--- src/rtl/simple_ram_arbiter.sv ---
// simple_ram_arbiter
//
// Round-robin arbiter and access sequencer that shares one single-port RAM
// between two requesters: port 0 is the host-bus bridge and port 1 is the
// on-FPGA debug capture logic. Each access is serialised as
// IDLE -> WR -> RESP (write) or IDLE -> RD1 -> RD2 -> RESP (read). In RESP
// the winner gets a one-cycle ack.
//
// Ports:
//   clk_i, reset_n_i         clock shared with the RAM; async active-low reset
//   pN_req_i                 access request, held until ack
//   pN_we_i                  1 = write, 0 = read (stable while req is high)
//   pN_addr_i, pN_wdata_i    word address / write data (stable while req is high)
//   pN_ack_o                 one-cycle completion pulse
//   pN_rdata_o               last read result of port N, valid from its ack onward
//   ram_wr_o, ram_rd_o       RAM strobes, registered, never both high
//   ram_addr_o, ram_data_o   latched address / write data of the current grant
//   ram_data_i               RAM read data, tri-stated while ram_rd_o is low
//   busy_o                   high whenever the sequencer is not in IDLE
module simple_ram_arbiter #(
    parameter int LOG2_SIZE  = 5,
    parameter int DATA_WIDTH = 16
) (
    input  logic                  clk_i,
    input  logic                  reset_n_i,
    input  logic                  p0_req_i,
    input  logic                  p0_we_i,
    input  logic [LOG2_SIZE-1:0]  p0_addr_i,
    input  logic [DATA_WIDTH-1:0] p0_wdata_i,
    output logic                  p0_ack_o,
    output logic [DATA_WIDTH-1:0] p0_rdata_o,
    input  logic                  p1_req_i,
    input  logic                  p1_we_i,
    input  logic [LOG2_SIZE-1:0]  p1_addr_i,
    input  logic [DATA_WIDTH-1:0] p1_wdata_i,
    output logic                  p1_ack_o,
    output logic [DATA_WIDTH-1:0] p1_rdata_o,
    output logic                  ram_wr_o,
    output logic                  ram_rd_o,
    output logic [LOG2_SIZE-1:0]  ram_addr_o,
    output logic [DATA_WIDTH-1:0] ram_data_o,
    input  logic [DATA_WIDTH-1:0] ram_data_i,
    output logic                  busy_o
);

    typedef enum logic [2:0] {IDLE, WR, RD1, RD2, RESP} state_t;

    state_t                  state_reg, state_next;
    logic                    id_reg;         // winner of the current access
    logic                    last_reg;       // port granted most recently
    logic                    take;           // a grant happens at this edge
    logic                    win;            // port that would win in IDLE
    logic                    sel_we;
    logic [LOG2_SIZE-1:0]    sel_addr;
    logic [DATA_WIDTH-1:0]   sel_wdata;
    logic [LOG2_SIZE-1:0]    ram_addr_reg;
    logic [DATA_WIDTH-1:0]   ram_data_reg;
    logic                    ram_wr_reg, ram_rd_reg, busy_reg;
    logic [1:0]              ack_reg;
    logic [DATA_WIDTH-1:0]   rdata_reg [2];

    // On a tie, the port that was not granted last wins. Otherwise the
    // single requester wins. (With no request, win is a don't-care.)
    assign win       = (p0_req_i && p1_req_i) ? ~last_reg : p1_req_i;
    assign sel_we    = win ? p1_we_i    : p0_we_i;
    assign sel_addr  = win ? p1_addr_i  : p0_addr_i;
    assign sel_wdata = win ? p1_wdata_i : p0_wdata_i;

    always_comb begin
        state_next = state_reg;
        take       = 1'b0;
        case (state_reg)
            IDLE: begin
                if (p0_req_i || p1_req_i) begin
                    take       = 1'b1;
                    state_next = sel_we ? WR : RD1;
                end
            end
            WR:      state_next = RESP;
            RD1:     state_next = RD2;
            RD2:     state_next = RESP;
            RESP:    state_next = IDLE;
            default: state_next = IDLE;
        endcase
    end

    // Strobes, busy and acks are registered from the next state, so each one
    // is high exactly while the FSM sits in the corresponding state.
    always_ff @(posedge clk_i or negedge reset_n_i) begin
        if (!reset_n_i) begin
            state_reg    <= IDLE;
            id_reg       <= 1'b0;
            last_reg     <= 1'b1;
            ram_addr_reg <= '0;
            ram_data_reg <= '0;
            ram_wr_reg   <= 1'b0;
            ram_rd_reg   <= 1'b0;
            busy_reg     <= 1'b0;
            ack_reg      <= '0;
            for (int i = 0; i < 2; i++) begin
                rdata_reg[i] <= '0;
            end
        end else begin
            state_reg  <= state_next;
            ram_wr_reg <= (state_next == WR);
            ram_rd_reg <= (state_next == RD1) || (state_next == RD2);
            busy_reg   <= (state_next != IDLE);
            if (take) begin
                id_reg       <= win;
                ram_addr_reg <= sel_addr;
                ram_data_reg <= sel_wdata;
            end
            if (state_reg == RESP) begin
                last_reg <= id_reg;
            end
            for (int i = 0; i < 2; i++) begin
                ack_reg[i] <= (state_next == RESP) && (id_reg == 1'(i));
                // ram_data_i is only driven while rd is held high, so it is
                // sampled solely at the edge that ends RD2.
                if ((state_reg == RD2) && (id_reg == 1'(i))) begin
                    rdata_reg[i] <= ram_data_i;
                end
            end
        end
    end

    assign p0_ack_o   = ack_reg[0];
    assign p1_ack_o   = ack_reg[1];
    assign p0_rdata_o = rdata_reg[0];
    assign p1_rdata_o = rdata_reg[1];
    assign ram_wr_o   = ram_wr_reg;
    assign ram_rd_o   = ram_rd_reg;
    assign ram_addr_o = ram_addr_reg;
    assign ram_data_o = ram_data_reg;
    assign busy_o     = busy_reg;

endmodule

--- config.mk ---
export PLATFORM = sky130hd
export DESIGN_NAME = simple_ram_arbiter
export DESIGN_NICKNAME = d
export VERILOG_FILES = /design/src/rtl/simple_ram_arbiter.sv
export SDC_FILE = /design/constraint.sdc
export NUM_CORES = 1
export LEC_CHECK = 0
export CORE_MARGIN = 1
export CORE_UTILIZATION = 40
export DETAILED_ROUTE_END_ITERATION = 6
export GPL_TIMING_DRIVEN = 0
export HOLD_SLACK_MARGIN = 0.15
export PLACE_DENSITY_LB_ADDON = 0.25
export SYNTH_ARGS = -nofsm -noshare
export SYNTH_HDL_FRONTEND = slang
export SYNTH_SLANG_ARGS = --single-unit
--- constraint.sdc ---
create_clock -name clk_i -period 2.3 [get_ports clk_i]
set_input_delay 0.46 -clock clk_i [delete_from_list [all_inputs] [get_ports clk_i]]
set_output_delay 0.46 -clock clk_i [all_outputs]
set_load 0.02 [all_outputs]
==> run_summary.xml <==
<?xml version="1.0" encoding="UTF-8"?>
<metrics>
  <group name="status">
    <metric name="result_of_the_run" unit="">completed</metric>
  </group>
  <group name="yosys">
    <metric name="synth.yosys.warnings" unit="">0</metric>
    <metric name="netlist-cell-type-count" unit="">26</metric>
    <metric name="syn_inst" unit="">198</metric>
    <metric name="synth-seq-area-share" unit="%">60.4</metric>
    <metric name="synth.ff_latch_count" unit="">63</metric>
    <metric name="synth_area_per_cell" unit="sq um">13.2</metric>
    <metric name="synth.cell_area" unit="sq mm">0.00261</metric>
    <metric name="mappedNetlistNets" unit="">262</metric>
  </group>
  <group name="timing">
    <metric name="final_cycle_utilization_of_the_critical_path" unit="%">77.5</metric>
    <metric name="final.setup_skew" unit="ps">8.02</metric>
    <metric name="hold_violations" unit="">0</metric>
    <metric name="worst_slew_pin_slew" unit="ps">772</metric>
    <metric name="achievable-frequency" unit="GHz">0.561</metric>
    <metric name="final_number_of_max_transition_violations" unit="">0</metric>
    <metric name="maxSlewHeadroom" unit="%">48.5</metric>
    <metric name="tns" unit="ps">0</metric>
    <metric name="final-setup-viol-count" unit="">0</metric>
    <metric name="grt_setup_unrepaired" unit="">no</metric>
    <metric name="layout_min_cycle_time" unit="ps">1780</metric>
    <metric name="fin_worst_hold_slack" unit="ps">213</metric>
    <metric name="final_critical_path_setup_slack" unit="ps">518</metric>
  </group>
  <group name="grt">
    <metric name="grt_start_max_net_pins" unit="">64</metric>
    <metric name="grt_pass1_wl" unit="microns">9890</metric>
    <metric name="antenna_found_initial" unit="">0</metric>
    <metric name="vias_in_the_first_global_route" unit="">2092</metric>
    <metric name="global_route.usage.total" unit="%">18.5</metric>
    <metric name="grt.overflow.total" unit="">0</metric>
  </group>
  <group name="clock_tree">
    <metric name="clock-sinks" unit="">63</metric>
    <metric name="clk-insertion-delay-late" unit="ps">330</metric>
    <metric name="clk_path_buf_depth" unit="">2</metric>
    <metric name="clk_pin_slew_worst_paths" unit="ps">70</metric>
    <metric name="tritoncts" unit="">yes</metric>
    <metric name="cts.htree.levels" unit="">3</metric>
    <metric name="root_buffer" unit="">clkbuf_8</metric>
    <metric name="cts_hold_buf" unit="">0</metric>
    <metric name="post_cts_buffers" unit="">0</metric>
    <metric name="tritoncts.num_buffers" unit="">9</metric>
    <metric name="cts_resized" unit="">0</metric>
  </group>
  <group name="place">
    <metric name="place_inst" unit="">396</metric>
    <metric name="port-buffer-count" unit="">121</metric>
    <metric name="preCtsSetupSlack" unit="ps">163</metric>
    <metric name="finalWeightedCongestion" unit="">0.712</metric>
    <metric name="dp_hpwl" unit="microns">4220</metric>
  </group>
  <group name="layout">
    <metric name="layout-drive-gt1-share" unit="%">18.6</metric>
    <metric name="post_layout_nonfiller_instances" unit="">410</metric>
    <metric name="antenna_cells" unit="">0</metric>
    <metric name="syn2layout_area_growth" unit="%">56.2</metric>
    <metric name="finalCoreUtilization" unit="%">64.7</metric>
    <metric name="finalNetCount" unit="">394</metric>
    <metric name="final_layout_fill_cell_count" unit="">519</metric>
    <metric name="multi_input_area" unit="sq um">955</metric>
    <metric name="regArea" unit="sq mm">0.00158</metric>
  </group>
  <group name="routing">
    <metric name="avgViaCountPerCell" unit="">4.85</metric>
    <metric name="routed_wl" unit="microns">5840</metric>
    <metric name="routed_wire_length_per_instance" unit="microns">14.2</metric>
    <metric name="drt_iter0_markers" unit="">53</metric>
    <metric name="num_vias" unit="">1988</metric>
    <metric name="antenna_violating_nets_post_route" unit="">0</metric>
    <metric name="drt_drc_violations_left" unit="">0</metric>
    <metric name="detail_route.first_pass.iterations" unit="">4</metric>
  </group>
  <group name="pwr">
    <metric name="powerDensity" unit="mW/mm^2">1390</metric>
    <metric name="p_leak" unit="nW">1.73</metric>
    <metric name="vdd.ir_drop.worst" unit="mV">0.743</metric>
  </group>
  <group name="worst_setup_path">
    <metric name="type_of_the_worst_setup_path" unit="">in -&gt; reg</metric>
    <metric name="worstSetupEndpointType" unit="">flop</metric>
    <metric name="cp_max_fo" unit="">10</metric>
    <metric name="critical_path_arrival" unit="ps">1990</metric>
    <metric name="worst_path_required" unit="ps">2510</metric>
    <metric name="start_kind" unit="">primary input</metric>
  </group>
  <group name="floorplanning">
    <metric name="rows" unit="">29</metric>
    <metric name="floorplan.core_area" unit="sq mm">0.00631</metric>
    <metric name="initial_utilization" unit="%">41.4</metric>
    <metric name="num_io_pins" unit="">122</metric>
    <metric name="die_width" unit="microns">82.8</metric>
    <metric name="die_h" unit="microns">82.8</metric>
    <metric name="floorplan.die_area" unit="sq mm">0.00686</metric>
  </group>
  <group name="hold_path">
    <metric name="timing.hold.worst.class" unit="">in -&gt; async</metric>
  </group>
  <group name="run">
    <metric name="drv.max_cap_violation_count" unit="">0</metric>
  </group>
</metrics>
[final timing paths]
path                                    start  slack [ps]  depth (start not counted)              to
min in group clk_i              p1_rdata_o[9]         500                          1   p1_rdata_o[9]
worst max register to register   state_reg[2]         590                          4   p0_rdata_o[8]
worst min-delay path                reset_n_i         210                          1  p0_rdata_o[13]
worst max-delay path                 p1_req_i         520                          5  ram_data_o[11]
max in group asynchronous           reset_n_i        1590                          1   ram_data_o[8]
worst min register to register  p1_rdata_o[9]         500                          1   p1_rdata_o[9]
[through the flow]
stage                     area (sq um)  power, mW
after CTS                         4080       5.75
after global placement            3920       4.84
after floorplan                   2610       3.52
final                             4080       5.68
after detailed placement          3920       4.91
after global routing              4080       6.04
[cells in the mapped netlist]
| cell | number | area share [%] |
|---|---|---|
| nor3_1 | 1 | 0.19 |
| o21ai_0 | 5 | 0.96 |
| a21oi_1 | 21 | 4.0 |
| nor2_1 | 22 | 3.2 |
| or2_2 | 1 | 0.24 |
| a32oi_1 | 1 | 0.34 |
| nand2b_4 | 1 | 0.53 |
| inv_1 | 2 | 0.29 |
| nor3b_4 | 1 | 0.72 |
| buf_6 | 3 | 1.3 |
| a21boi_2 | 1 | 0.43 |
| mux2i_1 | 21 | 8.0 |
| nand4b_2 | 1 | 0.57 |
| dfrtp_1 | 62 | 59 |
| buf_4 | 2 | 0.57 |
| mux2_2 | 33 | 14 |
| a211oi_1 | 1 | 0.29 |
| o211ai_1 | 1 | 0.29 |
| nand2b_1 | 1 | 0.24 |
| nand2_1 | 5 | 0.72 |
| and2_1 | 2 | 0.48 |
| buf_2 | 5 | 0.96 |
| nor2b_1 | 2 | 0.48 |
| dfstp_2 | 1 | 1.0 |
| o21a_1 | 1 | 0.29 |
| o22a_1 | 1 | 0.34 |
[report_power, final]
| part | switching (mW) | internal [mW] | total (mW) |
|---|---|---|---|
| Combinational | 1.40 | 1.51 | 2.90 |
| Sequential | 0.285 | 1.67 | 1.95 |
| Clock | 0.390 | 0.437 | 0.827 |
[per-layer routing]
layer  global-route usage (%)  vias to the layer above  wire length (microns)  part of all wire (%)
met2                     27.9                       95                   2620                    45
met1                     22.6                      931                   2510                    43
li1                         -                      954                      -                     -
met5                        0                        -                      0                     0
met3                     9.05                        8                    626                    11
met4                     7.52                        0                     81                   1.4
[cell usage in the layout, fill, tap and decap left out]
master	netlist	layout
clkdlybuf4s50_1	0	120
dfrtp_1	62	62
mux2_2	33	33
nor2_1	22	22
mux2i_1	21	21
a21oi_1	21	21
clkbuf_8	0	11
nand2_1	5	5
buf_2	5	5
o21ai_0	5	5
buf_4	2	3
buf_6	3	3
inv_1	2	2
nor2b_1	2	2
and2_1	2	2
clkbuf_1	0	2
nand2b_1	1	1
o22a_1	1	1
a211oi_1	1	1
nand2b_4	1	1
nor3_1	1	1
o21a_1	1	1
a21boi_2	1	1
a32oi_1	1	1
or2_2	1	1
o211ai_1	1	1
nor3b_4	1	1
nand4b_2	1	1
clkinv_2	0	1
dfstp_2	1	1
[logic make-up after synthesis]
kind of cell,share of synthesized area (%)
DFF,60.4
AOI/OAI and AO/OA,6.94
buffers and inverters,3.11
and+or+nand+nor,7.32
muxes,22.3
[critical path: stages]
cell and delay, ps:
clkdlybuf4s50_1 540, a21boi_2 310, buf_2 340, mux2i_1 250
a21oi_1 80
[area by class of cell]
class,instances,area share (%)
Inverter,2,0.184
Clock inverter,1,0.123
Timing Repair Buffer,121,29.6
Clock buffer,13,3.89
Sequential cell,63,38.6
Tap cell,77,2.36
Buffer,10,1.81
Multi-Input combinational cell,123,23.4
Note: power is estimated with default switching activity, not from simulation.
